<file path="config.mk">
export PLATFORM = sky130hd
export DESIGN_NAME = alu_arbiter_flat
export DESIGN_NICKNAME = d
export VERILOG_FILES = /design/src/rtl/alu_arbiter_pkg.sv /design/src/rtl/alu_arbiter_if.sv /design/src/rtl/alu_arbiter_alu.sv /design/src/rtl/alu_arbiter.sv /design/src/flat_wrapper.sv
export SDC_FILE = /design/constraint.sdc
export NUM_CORES = 1
export LEC_CHECK = 0
export BUFFER_PORTS_ARGS = -buffer_cell sky130_fd_sc_hd__buf_2
export CORE_MARGIN = 2
export CORE_UTILIZATION = 25
export DETAILED_ROUTE_END_ITERATION = 8
export REMOVE_ABC_BUFFERS = 1
export SYNTH_ARGS = -nofsm -noshare
export SYNTH_HDL_FRONTEND = slang
export SYNTH_SLANG_ARGS = --single-unit
</file>
<file path="constraint.sdc">
create_clock -name clk -period 5.4 [get_ports clk]
set_input_delay 1.08 -clock clk [delete_from_list [all_inputs] [get_ports clk]]
set_output_delay 1.08 -clock clk [all_outputs]
set_load 0.02 [all_outputs]
</file>
<file path="src/rtl/alu_arbiter_pkg.sv">
// Shared ALU opcode format for the arbitrated ALU slice.
// Codes not listed here fall through to subtract.
package alu_arbiter_pkg;

  localparam int unsigned INSTR_W = 5;
  localparam int unsigned DATA_W  = 32;

  localparam logic [INSTR_W-1:0] IADD = 5'h00;
  localparam logic [INSTR_W-1:0] IAND = 5'h01;
  localparam logic [INSTR_W-1:0] IOR  = 5'h02;
  localparam logic [INSTR_W-1:0] IXOR = 5'h03;
  localparam logic [INSTR_W-1:0] IPAS = 5'h04;
  localparam logic [INSTR_W-1:0] ILT  = 5'h05;
  localparam logic [INSTR_W-1:0] ILTU = 5'h06;
  localparam logic [INSTR_W-1:0] IGE  = 5'h07;
  localparam logic [INSTR_W-1:0] IGEU = 5'h08;
  localparam logic [INSTR_W-1:0] IEQ  = 5'h09;
  localparam logic [INSTR_W-1:0] INE  = 5'h0A;
  localparam logic [INSTR_W-1:0] ISUB = 5'h0B;

endpackage

</file>
<file path="src/rtl/alu_arbiter_if.sv">
// Two-requester operation bus plus single response channel for alu_arbiter.
interface alu_arbiter_if #(
  parameter int unsigned TAG_W = 4
);
  logic             req0_valid;
  logic             req0_ready;
  logic [31:0]      req0_a;
  logic [31:0]      req0_b;
  logic [4:0]       req0_instr;
  logic [TAG_W-1:0] req0_tag;

  logic             req1_valid;
  logic             req1_ready;
  logic [31:0]      req1_a;
  logic [31:0]      req1_b;
  logic [4:0]       req1_instr;
  logic [TAG_W-1:0] req1_tag;

  logic             rsp_valid;
  logic             rsp_ready;
  logic [31:0]      rsp_data;
  logic             rsp_id;
  logic [TAG_W-1:0] rsp_tag;
  logic             busy;

  modport master (
    output req0_valid, req0_a, req0_b, req0_instr, req0_tag,
    input  req0_ready,
    output req1_valid, req1_a, req1_b, req1_instr, req1_tag,
    input  req1_ready,
    input  rsp_valid, rsp_data, rsp_id, rsp_tag, busy,
    output rsp_ready
  );

  modport slave (
    input  req0_valid, req0_a, req0_b, req0_instr, req0_tag,
    output req0_ready,
    input  req1_valid, req1_a, req1_b, req1_instr, req1_tag,
    output req1_ready,
    output rsp_valid, rsp_data, rsp_id, rsp_tag, busy,
    input  rsp_ready
  );
endinterface

</file>
<file path="src/rtl/alu_arbiter_alu.sv">
// Combinational 32-bit ALU (module alu); undefined opcodes compute a - b.
module alu
  import alu_arbiter_pkg::*;
(
  input  logic [4:0]  instr,
  input  logic [31:0] a,
  input  logic [31:0] b,
  output logic [31:0] y
);

  logic lt_s;
  logic lt_u;

  always_comb begin
    lt_s = $signed(a) < $signed(b);
    lt_u = a < b;
    y    = '0;
    case (instr)
      IADD:    y = a + b;
      IAND:    y = a & b;
      IOR:     y = a | b;
      IXOR:    y = a ^ b;
      IPAS:    y = b;
      ILT:     y = {31'b0, lt_s};
      ILTU:    y = {31'b0, lt_u};
      IGE:     y = {31'b0, !lt_s};
      IGEU:    y = {31'b0, !lt_u};
      IEQ:     y = {31'b0, a == b};
      INE:     y = {31'b0, a != b};
      default: y = a - b;
    endcase
  end

endmodule

</file>
<file path="src/rtl/alu_arbiter.sv">
// Two-way arbiter in front of a single ALU: IDLE -> EXEC -> RESP, one op in flight.
// Define ALU_ARB_RR_EN for round-robin grant; default is fixed priority to requester 0.
module alu_arbiter
  import alu_arbiter_pkg::*;
#(
  parameter int unsigned TAG_W = 4
) (
  input logic          clk,
  input logic          rst_n,
  alu_arbiter_if.slave bus
);

  typedef enum logic [1:0] {
    ST_IDLE = 2'd0,
    ST_EXEC = 2'd1,
    ST_RESP = 2'd2
  } state_e;

  state_e           state_q, state_d;
  logic [31:0]      op_a_q, op_a_d;
  logic [31:0]      op_b_q, op_b_d;
  logic [4:0]       op_instr_q, op_instr_d;
  logic [TAG_W-1:0] op_tag_q, op_tag_d;
  logic             op_id_q, op_id_d;
  logic             rsp_valid_q, rsp_valid_d;
  logic [31:0]      rsp_data_q, rsp_data_d;
  logic             rsp_id_q, rsp_id_d;
  logic [TAG_W-1:0] rsp_tag_q, rsp_tag_d;
  logic             busy_q, busy_d;
`ifdef ALU_ARB_RR_EN
  logic             last_grant_q, last_grant_d;
`endif

  logic        grant_id;
  logic        idle;
  logic        accept;
  logic [31:0] alu_y;

  // Grant is resolved every cycle; readies only qualify it in IDLE.
  always_comb begin
    grant_id = 1'b0;
`ifdef ALU_ARB_RR_EN
    if (bus.req0_valid && bus.req1_valid) grant_id = !last_grant_q;
    else                                  grant_id = bus.req1_valid;
`else
    grant_id = !bus.req0_valid && bus.req1_valid;
`endif
  end

  assign idle           = (state_q == ST_IDLE);
  assign bus.req0_ready = idle && bus.req0_valid && !grant_id;
  assign bus.req1_ready = idle && bus.req1_valid && grant_id;
  assign accept         = bus.req0_ready || bus.req1_ready;

  alu u_alu (
    .instr (op_instr_q),
    .a     (op_a_q),
    .b     (op_b_q),
    .y     (alu_y)
  );

  always_comb begin
    state_d     = state_q;
    op_a_d      = op_a_q;
    op_b_d      = op_b_q;
    op_instr_d  = op_instr_q;
    op_tag_d    = op_tag_q;
    op_id_d     = op_id_q;
    rsp_valid_d = rsp_valid_q;
    rsp_data_d  = rsp_data_q;
    rsp_id_d    = rsp_id_q;
    rsp_tag_d   = rsp_tag_q;
    busy_d      = busy_q;
`ifdef ALU_ARB_RR_EN
    last_grant_d = last_grant_q;
`endif
    case (state_q)
      ST_IDLE: begin
        if (accept) begin
          op_a_d     = grant_id ? bus.req1_a     : bus.req0_a;
          op_b_d     = grant_id ? bus.req1_b     : bus.req0_b;
          op_instr_d = grant_id ? bus.req1_instr : bus.req0_instr;
          op_tag_d   = grant_id ? bus.req1_tag   : bus.req0_tag;
          op_id_d    = grant_id;
          state_d    = ST_EXEC;
          busy_d     = 1'b1;
`ifdef ALU_ARB_RR_EN
          last_grant_d = grant_id;
`endif
        end
      end
      ST_EXEC: begin
        rsp_data_d  = alu_y;
        rsp_id_d    = op_id_q;
        rsp_tag_d   = op_tag_q;
        rsp_valid_d = 1'b1;
        state_d     = ST_RESP;
      end
      ST_RESP: begin
        if (bus.rsp_ready) begin
          rsp_valid_d = 1'b0;
          busy_d      = 1'b0;
          state_d     = ST_IDLE;
        end
      end
      default: begin
        rsp_valid_d = 1'b0;
        busy_d      = 1'b0;
        state_d     = ST_IDLE;
      end
    endcase
  end

  always_ff @(posedge clk or negedge rst_n) begin
    if (!rst_n) begin
      state_q     <= ST_IDLE;
      op_a_q      <= '0;
      op_b_q      <= '0;
      op_instr_q  <= '0;
      op_tag_q    <= '0;
      op_id_q     <= 1'b0;
      rsp_valid_q <= 1'b0;
      rsp_data_q  <= '0;
      rsp_id_q    <= 1'b0;
      rsp_tag_q   <= '0;
      busy_q      <= 1'b0;
`ifdef ALU_ARB_RR_EN
      last_grant_q <= 1'b1;
`endif
    end else begin
      state_q     <= state_d;
      op_a_q      <= op_a_d;
      op_b_q      <= op_b_d;
      op_instr_q  <= op_instr_d;
      op_tag_q    <= op_tag_d;
      op_id_q     <= op_id_d;
      rsp_valid_q <= rsp_valid_d;
      rsp_data_q  <= rsp_data_d;
      rsp_id_q    <= rsp_id_d;
      rsp_tag_q   <= rsp_tag_d;
      busy_q      <= busy_d;
`ifdef ALU_ARB_RR_EN
      last_grant_q <= last_grant_d;
`endif
    end
  end

  assign bus.rsp_valid = rsp_valid_q;
  assign bus.rsp_data  = rsp_data_q;
  assign bus.rsp_id    = rsp_id_q;
  assign bus.rsp_tag   = rsp_tag_q;
  assign bus.busy      = busy_q;

endmodule

</file>
<file path="src/flat_wrapper.sv">
// flat-port wrapper written by rule: the top's interface ports become plain ports
module alu_arbiter_flat import alu_arbiter_pkg::*;
#(
  parameter int unsigned TAG_W = 4
)
  (clk, rst_n, bus_req0_valid, bus_req0_a, bus_req0_b, bus_req0_instr, bus_req0_tag, bus_req0_ready, bus_req1_valid, bus_req1_a, bus_req1_b, bus_req1_instr, bus_req1_tag, bus_req1_ready, bus_rsp_valid, bus_rsp_data, bus_rsp_id, bus_rsp_tag, bus_busy, bus_rsp_ready);
  alu_arbiter_if #(.TAG_W(TAG_W)) bus_i ();
  input logic clk;
  input logic rst_n;
  input wire logic [$bits(bus_i.req0_valid)-1:0] bus_req0_valid;
  input wire logic [$bits(bus_i.req0_a)-1:0] bus_req0_a;
  input wire logic [$bits(bus_i.req0_b)-1:0] bus_req0_b;
  input wire logic [$bits(bus_i.req0_instr)-1:0] bus_req0_instr;
  input wire logic [$bits(bus_i.req0_tag)-1:0] bus_req0_tag;
  output wire logic [$bits(bus_i.req0_ready)-1:0] bus_req0_ready;
  input wire logic [$bits(bus_i.req1_valid)-1:0] bus_req1_valid;
  input wire logic [$bits(bus_i.req1_a)-1:0] bus_req1_a;
  input wire logic [$bits(bus_i.req1_b)-1:0] bus_req1_b;
  input wire logic [$bits(bus_i.req1_instr)-1:0] bus_req1_instr;
  input wire logic [$bits(bus_i.req1_tag)-1:0] bus_req1_tag;
  output wire logic [$bits(bus_i.req1_ready)-1:0] bus_req1_ready;
  output wire logic [$bits(bus_i.rsp_valid)-1:0] bus_rsp_valid;
  output wire logic [$bits(bus_i.rsp_data)-1:0] bus_rsp_data;
  output wire logic [$bits(bus_i.rsp_id)-1:0] bus_rsp_id;
  output wire logic [$bits(bus_i.rsp_tag)-1:0] bus_rsp_tag;
  output wire logic [$bits(bus_i.busy)-1:0] bus_busy;
  input wire logic [$bits(bus_i.rsp_ready)-1:0] bus_rsp_ready;
  assign bus_i.req0_valid = bus_req0_valid;
  assign bus_i.req0_a = bus_req0_a;
  assign bus_i.req0_b = bus_req0_b;
  assign bus_i.req0_instr = bus_req0_instr;
  assign bus_i.req0_tag = bus_req0_tag;
  assign bus_req0_ready = bus_i.req0_ready;
  assign bus_i.req1_valid = bus_req1_valid;
  assign bus_i.req1_a = bus_req1_a;
  assign bus_i.req1_b = bus_req1_b;
  assign bus_i.req1_instr = bus_req1_instr;
  assign bus_i.req1_tag = bus_req1_tag;
  assign bus_req1_ready = bus_i.req1_ready;
  assign bus_rsp_valid = bus_i.rsp_valid;
  assign bus_rsp_data = bus_i.rsp_data;
  assign bus_rsp_id = bus_i.rsp_id;
  assign bus_rsp_tag = bus_i.rsp_tag;
  assign bus_busy = bus_i.busy;
  assign bus_i.rsp_ready = bus_rsp_ready;
  alu_arbiter #(.TAG_W(TAG_W)) u_core (.clk(clk), .rst_n(rst_n), .bus(bus_i));
endmodule
</file>
Word level (Yosys, flattened, before mapping)
Index checks and enable logic that the tools add are counted.
{"block": "totals", "regBits": 115, "in_bits": 151}
{"block": "op_classes", "n_mux": 12, "n_eq_ne": 16, "bitwise": 5, "n_addsub": 2, "reduce_logical": 16, "n_lt_le_gt_ge": 2}
{"op": "32-bit case mux with 11 select lines", "count": 1}
{"op": "32-bit less-than comparator", "count": 2}
{"op": "32-bit two-way mux", "count": 2}
{"op": "32-bit adder", "count": 1}
{"op": "32-bit AND", "count": 1}
{"op": "32-bit == test", "count": 1}
{"op": "32-bit inequality test", "count": 1}
{"op": "32-bit OR", "count": 1}
{"op": "32-bit subtractor", "count": 1}
{"op": "32-bit XOR", "count": 1}
{"op": "5-bit by 3-bit == test with 1-bit output, second input constant", "count": 4}
{"op": "5-bit by 4-bit == test with 1-bit output, second input constant", "count": 3}
{"op": "5-bit by 2-bit == test with 1-bit output, second input constant", "count": 2}
{"op": "1-bit case mux with 3 select lines", "count": 2}
{"op": "2-bit case mux with 3 select lines", "count": 1}
{"op": "2-bit AND reduction", "count": 3}
{"op": "5-bit by 1-bit == test with 1-bit output, second input constant", "count": 1}
{"op": "1-bit logical AND", "count": 5}
{"op": "5-bit zero test", "count": 1}
{"op": "5-bit two-way mux", "count": 1}
{"op": "1-bit zero test", "count": 4}
{"op": "2-bit two-way mux", "count": 2}
{"op": "4-bit two-way mux", "count": 1}
{"op": "2-bit inequality test, second input constant", "count": 2}
{"op": "other kinds (7)", "count": 9}

Depth between registers and ports, before layout
Gate-level depths: netlist of run 1.
{"block": "depth", "depth_word": 7, "mapped_depth": 12, "depth_no_buf": 12}

Hierarchy
A second synthesis of run 1 with hierarchy kept.
{"block": "unflattened", "cells_unflattened": 1078, "hier_area_um2": 10709.0}
{"module": "alu_arbiter", "seq_area_each_um2": 2877.8, "n_inst": 1, "area_per_inst_um2": 5703.0, "cells_each": 331}
{"module": "alu", "seq_area_each_um2": 0.0, "n_inst": 1, "area_per_inst_um2": 5006.1, "cells_each": 747}

Least setup slack after synthesis of run 1
No wires, ideal clock.
{"block": "synth_path", "path_kind": "register -> register", "start": "register u_core.op_b_q[0]", "end": "register u_core.rsp_data_q[26] (netlist: u_core.bus.rsp_data[26])", "path_slack_ns": 2.474, "path_buffers": 0, "setup_time_ns": 0.082, "path_stages_with_launch": 13, "t_arrival_ns": 2.844, "t_required_ns": 5.318, "path_cell_list": "dfrtp_1 -> ha_1 -> inv_1 -> fa_1 -> and2b_1 -> o211ai_1 -> a31oi_2 -> a41oi_2 -> o31a_1 -> o21ai_1 -> nand4_1 -> mux2_2 -> o22ai_1"}
{"block": "synth_via", "elab_chain_len": 2, "word_cells_on_any_way": 3}
{"element": "start: declaration", "line": "alu_arbiter.sv:21", "rtl": "logic [31:0] op_b_q, op_b_d;"}
{"element": "start signal: assignment", "line": "alu_arbiter.sv:133", "rtl": "op_b_q <= op_b_d;"}
{"element": "32-bit subtractor or 32-bit adder (tied branches)", "line": "alu_arbiter_alu.sv:30, alu_arbiter_alu.sv:19"}
{"element": "32-bit case mux with 11 select lines (*)", "line": "alu_arbiter_alu.sv:18", "rtl": "case (instr)"}
{"element": "end signal: assignment", "line": "alu_arbiter.sv:138", "rtl": "rsp_data_q <= rsp_data_d;"}
{"element": "end: declaration", "line": "alu_arbiter.sv:26", "rtl": "logic [31:0] rsp_data_q, rsp_data_d;"}
Every way passes the cells marked *; elsewhere a longest branch is shown, timed or not.
A chain may end at the register's enable or synchronous reset.

Final worst setup path of run 1
Ends and elaborated chain as after synthesis.

==> summary.md, run 1 <==
| Metric | Value |
|---|---|
| Status | `finished clean` |
| Placed cell area | `approximately 12000 sq um` |
| Slew Viols, Final | `0` |
| Synthesis warning total | `0` |
| Total routed wirelength | `between 30 and 40 mm` |
| Critical path fanouts, max | `5` |
| Post-route minimum period | `3645 ps` |
| Fmax achieved | `approximately 270 MHz` |
| Iteration-0 DRC Markers | `875` |
| Initial core utilization | `25.39%` |
| Yosys reg bits | `approximately 120` |
| Vias | `slightly above 10k` |
| Leading cell types in the layout, fill and taps excluded | `buf_2 (190), nand2_1 (157), o21ai_0 (126)` |
| Setup TNS | `0 ps` |
| Sequential element share of the synthesized area | `around 28%` |
| FILL cells | `roughly 4.5k` |
| Antenna Cells | `0` |
| First-pass GRT wire length | `approximately 58 mm` |
| Post-route cell area | `12490 sq um` |
| Routability cong. | `0.9245` |
| Most common cell after layout, fill and taps aside | `buf_2` |
| Fin nets | `about 1.7k` |
| GR Overflow Total | `0` |
| Hold-fix buffers, CTS | `0` |
| ANT nets after route | `0` |
| First-pass iteration count of the detailed router | `5` |
| Worst vdd ir | `approximately 0.27 mV` |
| Critical path class | `register to register` |
| Tcrit/Tclk final | `between 60% and 70%` |
| Worst-path clk slew | `about 70 ps` |
| Crit end category | `register` |
| Worst hold path class | `register to register` |
| Clock tree buffer depth | `2` |
| CTS tree | `yes` |
| CTS root buf | `clkbuf_16` |
| Crit start category | `register` |
| CP max stage cell | `o21ai_1` |
| Worst setup margin | `approximately 1800 ps` |
| Via density | `5.129` |
| Critical Path RT | `between 5000 and 6000 ps` |
| Synth Cell Area | `a little over 10000 sq um` |
| DP Wirelength | `around 27 mm` |
| Clk_skew | `approximately 13 ps` |
| Post-DR wirelength/cell | `around 19 um` |
| Layout Area Growth over Synthesis | `20.21%` |
| Setup WS pre-CTS | `1776 ps` |
| Cell Rows | `74` |
| Ys async rst share | `100.0%` |
| Core Region | `approximately 41000 sq um` |
| Relative slew slack | `between 20% and 30%` |
| WHS | `around 470 ps` |
| Die ar. | `43220 sq um` |
| Lkg Pwr | `5.619 nW` |
| Worst-margin pin slew | `1096 ps` |
| Die Wd | `just over 200 um` |
| Slowest stage delay, CP | `around 450 ps` |
| DR DRC count | `0` |
| CP Cell Sequence | `ha_1 > inv_1 > fa_1 > and2b_1 > o211ai_1 > a31oi_2 > a41oi_2 > o31a_1 > o21ai_1 > nand4_1 > mux2_2 > o22ai_1` |
| H-Tree Level Count | `4` |
| Worst skew pair latency | `450 ps` |
| Synth Flop Type | `dfrtp_1` |
| Largest net degree at the start of global routing | `60` |
| Post-synthesis average cell area | `between 7 and 8 sq um` |
| PostCTS Resize Cnt | `0` |
| Total of max-cap violations | `0` |
| Sink Count | `roughly 120` |
| Die H | `between 200 and 250 um` |
| Synth cell types | `82` |
| Post-synth EDFFs | `0` |
| Cells after synthesis | `about 1.3k` |
| IO buf count | `approximately 190` |
| Vias in the first global route | `10.06k` |
| Initial antenna violation count | `0` |
| CTS Buf Count | `17` |
| RSZ-0062 raised after global routing | `no` |
| IO Count | `between 150 and 200` |
| Share of cells above drive strength 1 | `about a fifth` |
| Power per cell area | `between 700 and 800 nW/um^2` |
| Critical path arrival | `approximately 4000 ps` |
| Final setup fails | `0` |
| Final hold violations | `0` |
| Post-CTS setup buffers | `0` |
| GRT Resource Usage Total | `~17%` |
critical path: cells and delay by family (launching register included):
family / cells / cell delay (ps)
compound gates: 6 / 1700
simple gates: 2 / 400
buf+inv: 1 / 70
mux: 1 / 310
flops: 1 / 410
fa+ha+maj: 2 / 680
cell families after synthesis:
group           count (synthesis)  share of synthesized area [%]
xor+xnor                       20                          1.686
simple gates                  374                          15.95
buf+inv                       188                          7.103
fa+ha+maj                      99                          12.06
mux                            91                          8.945
flops                         115                          27.69
compound gates                427                          26.56
registers in the layout, indices dropped and copies added, names as in the netlist:
name	count
u_core.bus.rsp_data	32
u_core.op_a_q	32
u_core.op_b_q	32
u_core.op_instr_q	5
u_core.bus.rsp_tag	4
u_core.op_tag_q	4
u_core.state_q	2
u_core.bus.busy	1
u_core.bus.rsp_id	1
u_core.bus.rsp_valid	1
u_core.op_id_q	1
cells in the mapped netlist (5+ instances only):
cell type	number	area [sq um]
nand2_1	157	589.3
o21ai_0	127	635.6
dfrtp_1	115	2878
nor2_1	110	412.9
a21oi_1	101	505.5
ha_1	97	1214
inv_1	94	352.8
mux2i_1	76	760.7
clkbuf_1	58	217.7
nor3_1	21	105.1
o21bai_1	18	135.1
a221oi_1	17	148.9
xnor2_1	17	148.9
mux2_2	15	168.9
a211oi_1	14	105.1
buf_2	14	70.07
o211ai_1	14	105.1
buf_1	13	48.80
nand3_1	13	65.06
a21o_1	12	90.09
nor4_1	12	75.07
a31oi_1	11	68.82
nand2b_1	11	68.82
o21ai_1	11	55.05
o22ai_1	11	68.82
nor2b_1	10	62.56
a22oi_1	9	67.56
nand4_1	9	56.30
o31ai_1	9	67.56
o21a_1	8	60.06
o221ai_1	8	70.07
a221o_1	7	70.07
inv_2	6	22.52
and3_1	5	31.28
o2111ai_1	5	43.79
or3_1	5	31.28
through the flow:
stage	power [W]	std cells	utilization, %
floorplan	0.006297	1226	-
finish	0.009572	2004	30.53
global route	0.01043	2004	30.53
detailed placement	0.008276	1972	29.01
global placement	0.008203	1972	29.01
CTS	0.009557	2004	30.53
power by group:
part | total [W] | internal [W] | switching, W
Combinational | 0.00664 | 0.00233 | 0.00431
Clock | 0.00122 | 0.000742 | 0.000476
Sequential | 0.00171 | 0.00130 | 0.000418
per-layer routing:
layer,up-vias,global-route usage [%],part of all wire (%)
met2,328,28.22,47
met3,51,3.752,5.6
met5,-,0,0
met1,4916,22.78,45
li1,4984,-,-
met4,0,5.454,2.3
cell type report:
cell class	instances	area (sq um)	share of cell area [%]
clock buffer	18	439.2	3.515
clock inverter	14	180.2	1.442
inverter	100	375.4	3.005
multi-input combinational	1011	6824	54.62
sequential	115	2878	23.03
tap	532	665.6	5.328
timing repair buffer	214	1131	9.054
worst paths after layout:
kind / from / endpoint / slack [ps] / depth (start not counted)
setup / recovery: u_core.op_b_q[0] / u_core.bus.rsp_data[26] / 1760 / 12
max in group asynchronous: rst_n / u_core.op_a_q[16] / 3700 / 2
setup reg to reg: u_core.op_b_q[0] / u_core.bus.rsp_data[26] / 1760 / 12
hold reg to reg: u_core.op_id_q / u_core.bus.rsp_id / 470 / 2
min in group asynchronous: rst_n / u_core.bus.rsp_tag[2] / 660 / 1
hold / removal: u_core.op_id_q / u_core.bus.rsp_id / 470 / 2
(Power assumes the default switching activity.)
==> inputs of run 2 (changes only) <==
==> constraint.sdc (replaced) <==
create_clock -name clk -period 3.2 [get_ports clk]
set_input_delay 0.64 -clock clk [delete_from_list [all_inputs] [get_ports clk]]
set_output_delay 0.64 -clock clk [all_outputs]
set_load 0.02 [all_outputs]
==> summary.md, run 2 (synthesized netlist as in run 1, its figures left out) <==
| Metric | Value |
|---|---|
| ANT nets after route | `0 (unchanged)` |
| FILL cells | `4371 (-2.7%)` |
| Critical path fanouts, max | `4 (-1)` |
| Critical path class | `register to register` |
| Worst-margin pin slew | `1005 ps (-91.34 ps)` |
| Total routed wirelength | `39.92 mm (+6.4%)` |
| Sink Count | `115 (unchanged)` |
| Dpl cells | `2120 (+7.5%)` |
| Status | `finished clean` |
| Largest net degree at the start of global routing | `71 (+18%)` |
| Slew Viols, Final | `0 (unchanged)` |
| Via density | `5.009 (-2.3%)` |
| Post-route minimum period | `3030 ps (-614.6 ps)` |
| Antenna Cells | `0 (unchanged)` |
| Worst hold path class | `input pin to async pin` |
| First-pass iteration count of the detailed router | `5 (unchanged)` |
| Critical path arrival | `3370 ps (-650 ps)` |
| Relative slew slack | `33.01% (+6.2 points)` |
| Fin nets | `1858 (+8.7%)` |
| Worst r2r dst | `u_core.bus.rsp_data[29]` |
| CP Cell Sequence | `inv_1 > buf_4 > ha_1 > nor2b_1 > or4_1 > a31o_2 > o311ai_2 > nand2_2 > a311oi_2 > o31ai_1 > and3_1 > o32a_1` |
| GRT Resource Usage Total | `18.37% (+1.1 points)` |
| Setup WS pre-CTS | `-109.4 ps (-1885 ps)` |
| Crit start category | `register` |
| Worst vdd ir | `0.6323 mV (+130%)` |
| DP Wirelength | `30.61 mm (+12%)` |
| Finished Layout Cells | `2153 (+7.4%)` |
| Power per cell area | `1335 nW/um^2 (+74%)` |
| Initial antenna violation count | `0 (unchanged)` |
| IO Count | `192 (unchanged)` |
| R2R cell count | `12 (unchanged)` |
| First-pass GRT wire length | `62.18 mm (+6.5%)` |
| Die H | `207.9 um (unchanged)` |
| Core Region | `40920 sq um (unchanged)` |
| Clock tree buffer depth | `2 (unchanged)` |
| Most common cell after layout, fill and taps aside | `buf_2` |
| Die ar. | `43220 sq um (unchanged)` |
| Lkg Pwr | `6.388 nW (+14%)` |
| Vias | `10.78k (+4.9%)` |
| Setup TNS | `0 ps (unchanged)` |
| IO buf count | `191 (unchanged)` |
| Crit end category | `register` |
| Die Wd | `207.9 um (unchanged)` |
| Cell Rows | `74 (unchanged)` |
| GR Overflow Total | `0 (unchanged)` |
| Worst skew pair latency | `450 ps (about the same)` |
| CP max stage cell | `or4_1` |
| Total of max-cap violations | `0 (unchanged)` |
| Iteration-0 DRC Markers | `745 (-15%)` |
| Routability cong. | `0.9505 (+2.8%)` |
| CTS Buf Count | `17 (unchanged)` |
| Share of cells above drive strength 1 | `28.19% (+8.6 points)` |
| Post-DR wirelength/cell | `18.54 um (-0.92%)` |
| CP top delay family | `compound AO/OA/AOI/OAI gates` |
| Worst r2r src | `u_core.op_b_q[11]` |
| WHS | `271.7 ps (-200.2 ps)` |
| Slowest stage delay, CP | `470 ps (+20 ps)` |
| Multi-input gate area | `6932 sq um (+1.6%)` |
| Storage cell area | `2878 sq um (unchanged)` |
| Crit path buf inv count | `2 (+1)` |
| Critical Path RT | `3540 ps (-2230 ps)` |
| FF-to-FF setup slack | `170 ps (-1590 ps)` |
| CTS root buf | `clkbuf_16` |
| CTS tree | `yes` |
| Tcrit/Tclk final | `94.69% (+27 points)` |
| DR DRC count | `0 (unchanged)` |
| Leading cell types in the layout, fill and taps excluded | `buf_2 (190), buf_4 (165), nand2_1 (156)` |
| Fmax achieved | `330.0 MHz (+20%)` |
| Worst-path clk slew | `70 ps (about the same)` |
| Initial core utilization | `25.39% (unchanged)` |
| Clk_skew | `16.95 ps (+4.220 ps)` |
| Final hold violations | `0 (unchanged)` |
| Final setup fails | `0 (unchanged)` |
| Layout Area Growth over Synthesis | `32.75%` |
| Vias in the first global route | `10.79k (+7.3%)` |
| Worst setup margin | `169.9 ps (-1585 ps)` |
| H-Tree Level Count | `4 (unchanged)` |
| Power Total | `0.01842 W (+92%)` |
[run 2: cell count changes in the layout (fill, tap and decap cells not counted), moves of 2 or more]
cell     before  now
nor3_2        1    3
ha_1         97   94
buf_4        24  165
buf_12        0    8
a31oi_1      11    9
ha_2          0    3
nor4_2        0    2
nor4_1       12   10
[run 2: metal layers]
metal	vias to the layer above	track usage (%)	part of all wire [%]
met4	0	4.989	1.7
met1	5182	24.68	46
met2	301	30.71	48
li1	5266	-	-
met3	35	2.632	4.8
met5	-	0	0
[run 2: worst max-delay path by stage]
stage | cells after the start | start | end
2_1_floorplan | 2 | bus_req1_valid | u_core.op_a_q[0]
3_3_place_gp | 11 | u_core.op_a_q[13] | u_core.bus.rsp_data[22]
3_5_place_dp | 11 | u_core.op_a_q[13] | u_core.bus.rsp_data[22]
4_1_cts | 13 | u_core.op_b_q[0] | u_core.bus.rsp_data[30]
5_1_grt | 13 | u_core.op_b_q[8] | u_core.bus.rsp_data[0]
6_report | 12 | u_core.op_b_q[11] | u_core.bus.rsp_data[29]
[run 2: what timing repair did]
action / in CTS / in global routing
hold buffers: 0 / 0
pin swaps: 1 / 5
gates resized for setup: 1 / 22
buffers inserted: 1 / 0
setup endpoints to repair: 1 / 14
cloned: 0 / 0
[run 2: layout make-up]
type / count / area share [%]
Multi-Input combinational cell: 1011 / 50.25
Sequential cell: 115 / 20.86
Timing Repair Buffer: 363 / 17.03
Tap cell: 532 / 4.825
Clock buffer: 18 / 3.183
Inverter: 100 / 2.721
Clock inverter: 14 / 1.134
[run 2: stage by stage]
stage	area (sq um)	util, %
floorplan	10030	-
global placement	13080	31.96
detailed placement	13080	31.96
CTS	13690	33.44
global route	13800	33.71
finish	13800	33.71
[run 2: report_power, final]
part	internal [W]	total (W)	leakage, nW	switching (W)
logic	0.00563	0.0136	4.71	0.00796
registers	0.00219	0.00283	1.39	0.000641
clock network	0.00117	0.00200	0.279	0.000823
==> inputs of run 3 (changes only) <==
--- a/config.mk
+++ b/config.mk
@@ -9,6 +9,7 @@
 export CORE_MARGIN = 2
 export CORE_UTILIZATION = 25
 export DETAILED_ROUTE_END_ITERATION = 8
+export RECOVER_POWER = 50
 export REMOVE_ABC_BUFFERS = 1
 export SYNTH_ARGS = -nofsm -noshare
 export SYNTH_HDL_FRONTEND = slang
==> summary.md, run 3 (synthesized netlist as in run 1, its figures left out) <==
| Metric | Value |
|---|---|
| Slew Viols, Final | `73 (+73)` |
| Multi-input gate area | `6920 sq um (-0.16%)` |
| CTS root buf | `clkbuf_16` |
| Lkg Pwr | `6.345 nW (-0.68%)` |
| Hold wc startpoint | `bus_rsp_ready` |
| Crit start category | `register` |
| Die ar. | `43220 sq um (unchanged)` |
| Fin nets | `1858 (unchanged)` |
| Die H | `207.9 um (unchanged)` |
| Final setup fails | `0 (unchanged)` |
| DR DRC count | `0 (unchanged)` |
| CTS tree | `yes` |
| Antenna Cells | `0 (unchanged)` |
| Final hold violations | `0 (unchanged)` |
| Final design utilization | `33.59% (-0.12 points)` |
| Worst vdd ir | `0.6351 mV (+0.45%)` |
| CP Launch Point | `u_core.op_b_q[0]` |
| Vias | `10.76k (-0.27%)` |
| GRT Resource Usage Total | `18.37% (unchanged)` |
| Post-route minimum period | `3049 ps (+18.50 ps)` |
| Worst skew pair latency | `450 ps (about the same)` |
| Total routed wirelength | `39.88 mm (-0.10%)` |
| Critical path arrival | `3420 ps (+50 ps)` |
| CP max stage cell | `fa_1` |
| Most frequent CP cell | `buf_4` |
| Power per cell area | `1338 nW/um^2 (+0.22%)` |
| Status | `finished, violations left` |
| Worst-margin pin slew | `2328 ps (+1323 ps)` |
| First-pass GRT wire length | `62.18 mm (unchanged)` |
| CTS Buf Count | `17 (unchanged)` |
| Worst r2r src | `u_core.op_b_q[0]` |
| Clk_skew | `17.73 ps (+0.7814 ps)` |
| Total of max-cap violations | `2 (+2)` |
| Critical path fanouts, max | `4 (unchanged)` |
| FILL cells | `4382 (+0.25%)` |
| Failing checks | `capacitance limit, slew limit` |
| Tcrit/Tclk final | `95.27% (+0.58 points)` |
| IO Count | `192 (unchanged)` |
| GR Overflow Total | `0 (unchanged)` |
| Sink Count | `115 (unchanged)` |
| Clock tree buffer depth | `2 (unchanged)` |
| Largest net degree at the start of global routing | `71 (unchanged)` |
| WP depth | `13 (+1)` |
| CP Cell Sequence | `buf_4 > ha_1 > fa_1 > o21bai_2 > nand2_1 > a21oi_2 > o21ai_1 > buf_4 > and2_1 > nor4_2 > a211oi_1 > nand3b_1 > a41oi_1` |
| Setup WS pre-CTS | `-109.4 ps (unchanged)` |
| Initial core utilization | `25.39% (unchanged)` |
| Placed cell area | `13080 sq um (unchanged)` |
| Storage cell area | `2878 sq um (unchanged)` |
| Via density | `4.995 (-0.27%)` |
| Iteration-0 DRC Markers | `739 (-0.81%)` |
| Crit end category | `register` |
| IO buf count | `191 (unchanged)` |
| Post-route cell area | `13750 sq um (-0.35%)` |
| Layout Area Growth over Synthesis | `32.28%` |
| Core Region | `40920 sq um (unchanged)` |
| Most common cell after layout, fill and taps aside | `buf_2` |
| Initial antenna violation count | `0 (unchanged)` |
| Hold path depth | `4` |
| Critical path class | `register to register` |
| Vias in the first global route | `10.79k (unchanged)` |
| Fmax achieved | `328.0 MHz (-0.61%)` |
| Routability cong. | `0.9505 (unchanged)` |
| ANT nets after route | `0 (unchanged)` |
| Critical Path RT | `3570 ps (+30 ps)` |
| Worst hold path class | `input pin to register` |
| Leading cell types in the layout, fill and taps excluded | `buf_2 (180), buf_4 (162), nand2_1 (156)` |
| Post-DR wirelength/cell | `18.52 um (-0.10%)` |
| Worst-path clk slew | `70 ps (about the same)` |
| Worst setup margin | `151.4 ps (-18.50 ps)` |
| Slowest stage delay, CP | `430 ps (-40 ps)` |
| DP Wirelength | `30.61 mm (unchanged)` |
| Cell Rows | `74 (unchanged)` |
| FF-to-FF setup slack | `150 ps (-20 ps)` |
| First-pass iteration count of the detailed router | `5 (unchanged)` |
| R2R cell count | `13 (+1)` |
| CP top delay family | `compound AO/OA/AOI/OAI gates` |
| Share of cells above drive strength 1 | `27.39% (-0.80 points)` |
| Die Wd | `207.9 um (unchanged)` |
| Crit path buf inv count | `2 (unchanged)` |
| Relative slew slack | `-56.84% (-90 points)` |
| H-Tree Level Count | `4 (unchanged)` |
run 3: cell types whose count changed in the layout (fill, tap and decap cells not counted):
cell,change
buf_12,-1
buf_2,-10
clkbuf_1,+12
o21ai_4,-1
o21ai_0,+1
buf_4,-3
clkbuf_2,+2
run 3: worst reg2reg max path, stage by stage (launching register included):
cell,delay [ps]
dfrtp_1,380
buf_4,150
ha_1,220
fa_1,430
o21bai_2,170
nand2_1,140
a21oi_2,220
o21ai_1,180
buf_4,180
and2_1,160
nor4_2,280
a211oi_1,100
nand3b_1,170
a41oi_1,190
run 3: final cells by class:
type / count / share of cell area, %
Inverter: 100 / 2.731
Clock inverter: 14 / 1.138
Sequential cell: 115 / 20.93
Timing Repair Buffer: 363 / 16.82
Multi-Input combinational cell: 1011 / 50.34
Clock buffer: 18 / 3.195
Tap cell: 532 / 4.842
run 3: worst paths after layout:
path,to
setup / recovery,u_core.bus.rsp_data[30]
hold / removal,u_core.state_q[1]
setup reg to reg,u_core.bus.rsp_data[30]
hold reg to reg,u_core.bus.rsp_tag[2]
max in group asynchronous,u_core.bus.rsp_data[14]
min in group asynchronous,u_core.op_tag_q[2]
run 3: metrics by stage:
step                hold WS [ps]  cells  power, W  TNS [ps]
finish                     467.0   2153   0.01840         0
global route               487.0   2153   0.01997    -59.69
CTS                        321.7   2153   0.01819         0
detailed placement         461.0   2120   0.01605    -109.4
global placement           446.9   2120   0.01596         0
floorplan                  344.4   1226   0.01052   -375220
run 3: where the power goes:
part / internal [W] / switching, W
Combinational: 0.00562 / 0.00795
Sequential: 0.00219 / 0.000640
Clock: 0.00117 / 0.000825
Total: 0.00898 / 0.00942
run 3: routing by layer:
layer | global-route usage [%] | up-vias | part of all wire, %
li1 | - | 5264 | -
met1 | 24.68 | 5153 | 46
met2 | 30.71 | 304 | 48
met3 | 2.632 | 34 | 5.0
met4 | 4.989 | 0 | 1.7
met5 | 0 | - | 0
run 3: repair_timing:
action	CTS	global route
gates cloned	0	0
setup buffers	1	0
endpoints found under the setup margin	1	14
endpoints found under the hold margin	0	0
gates resized for setup	1	22
pin swaps	1	5
hold buffers	0	0
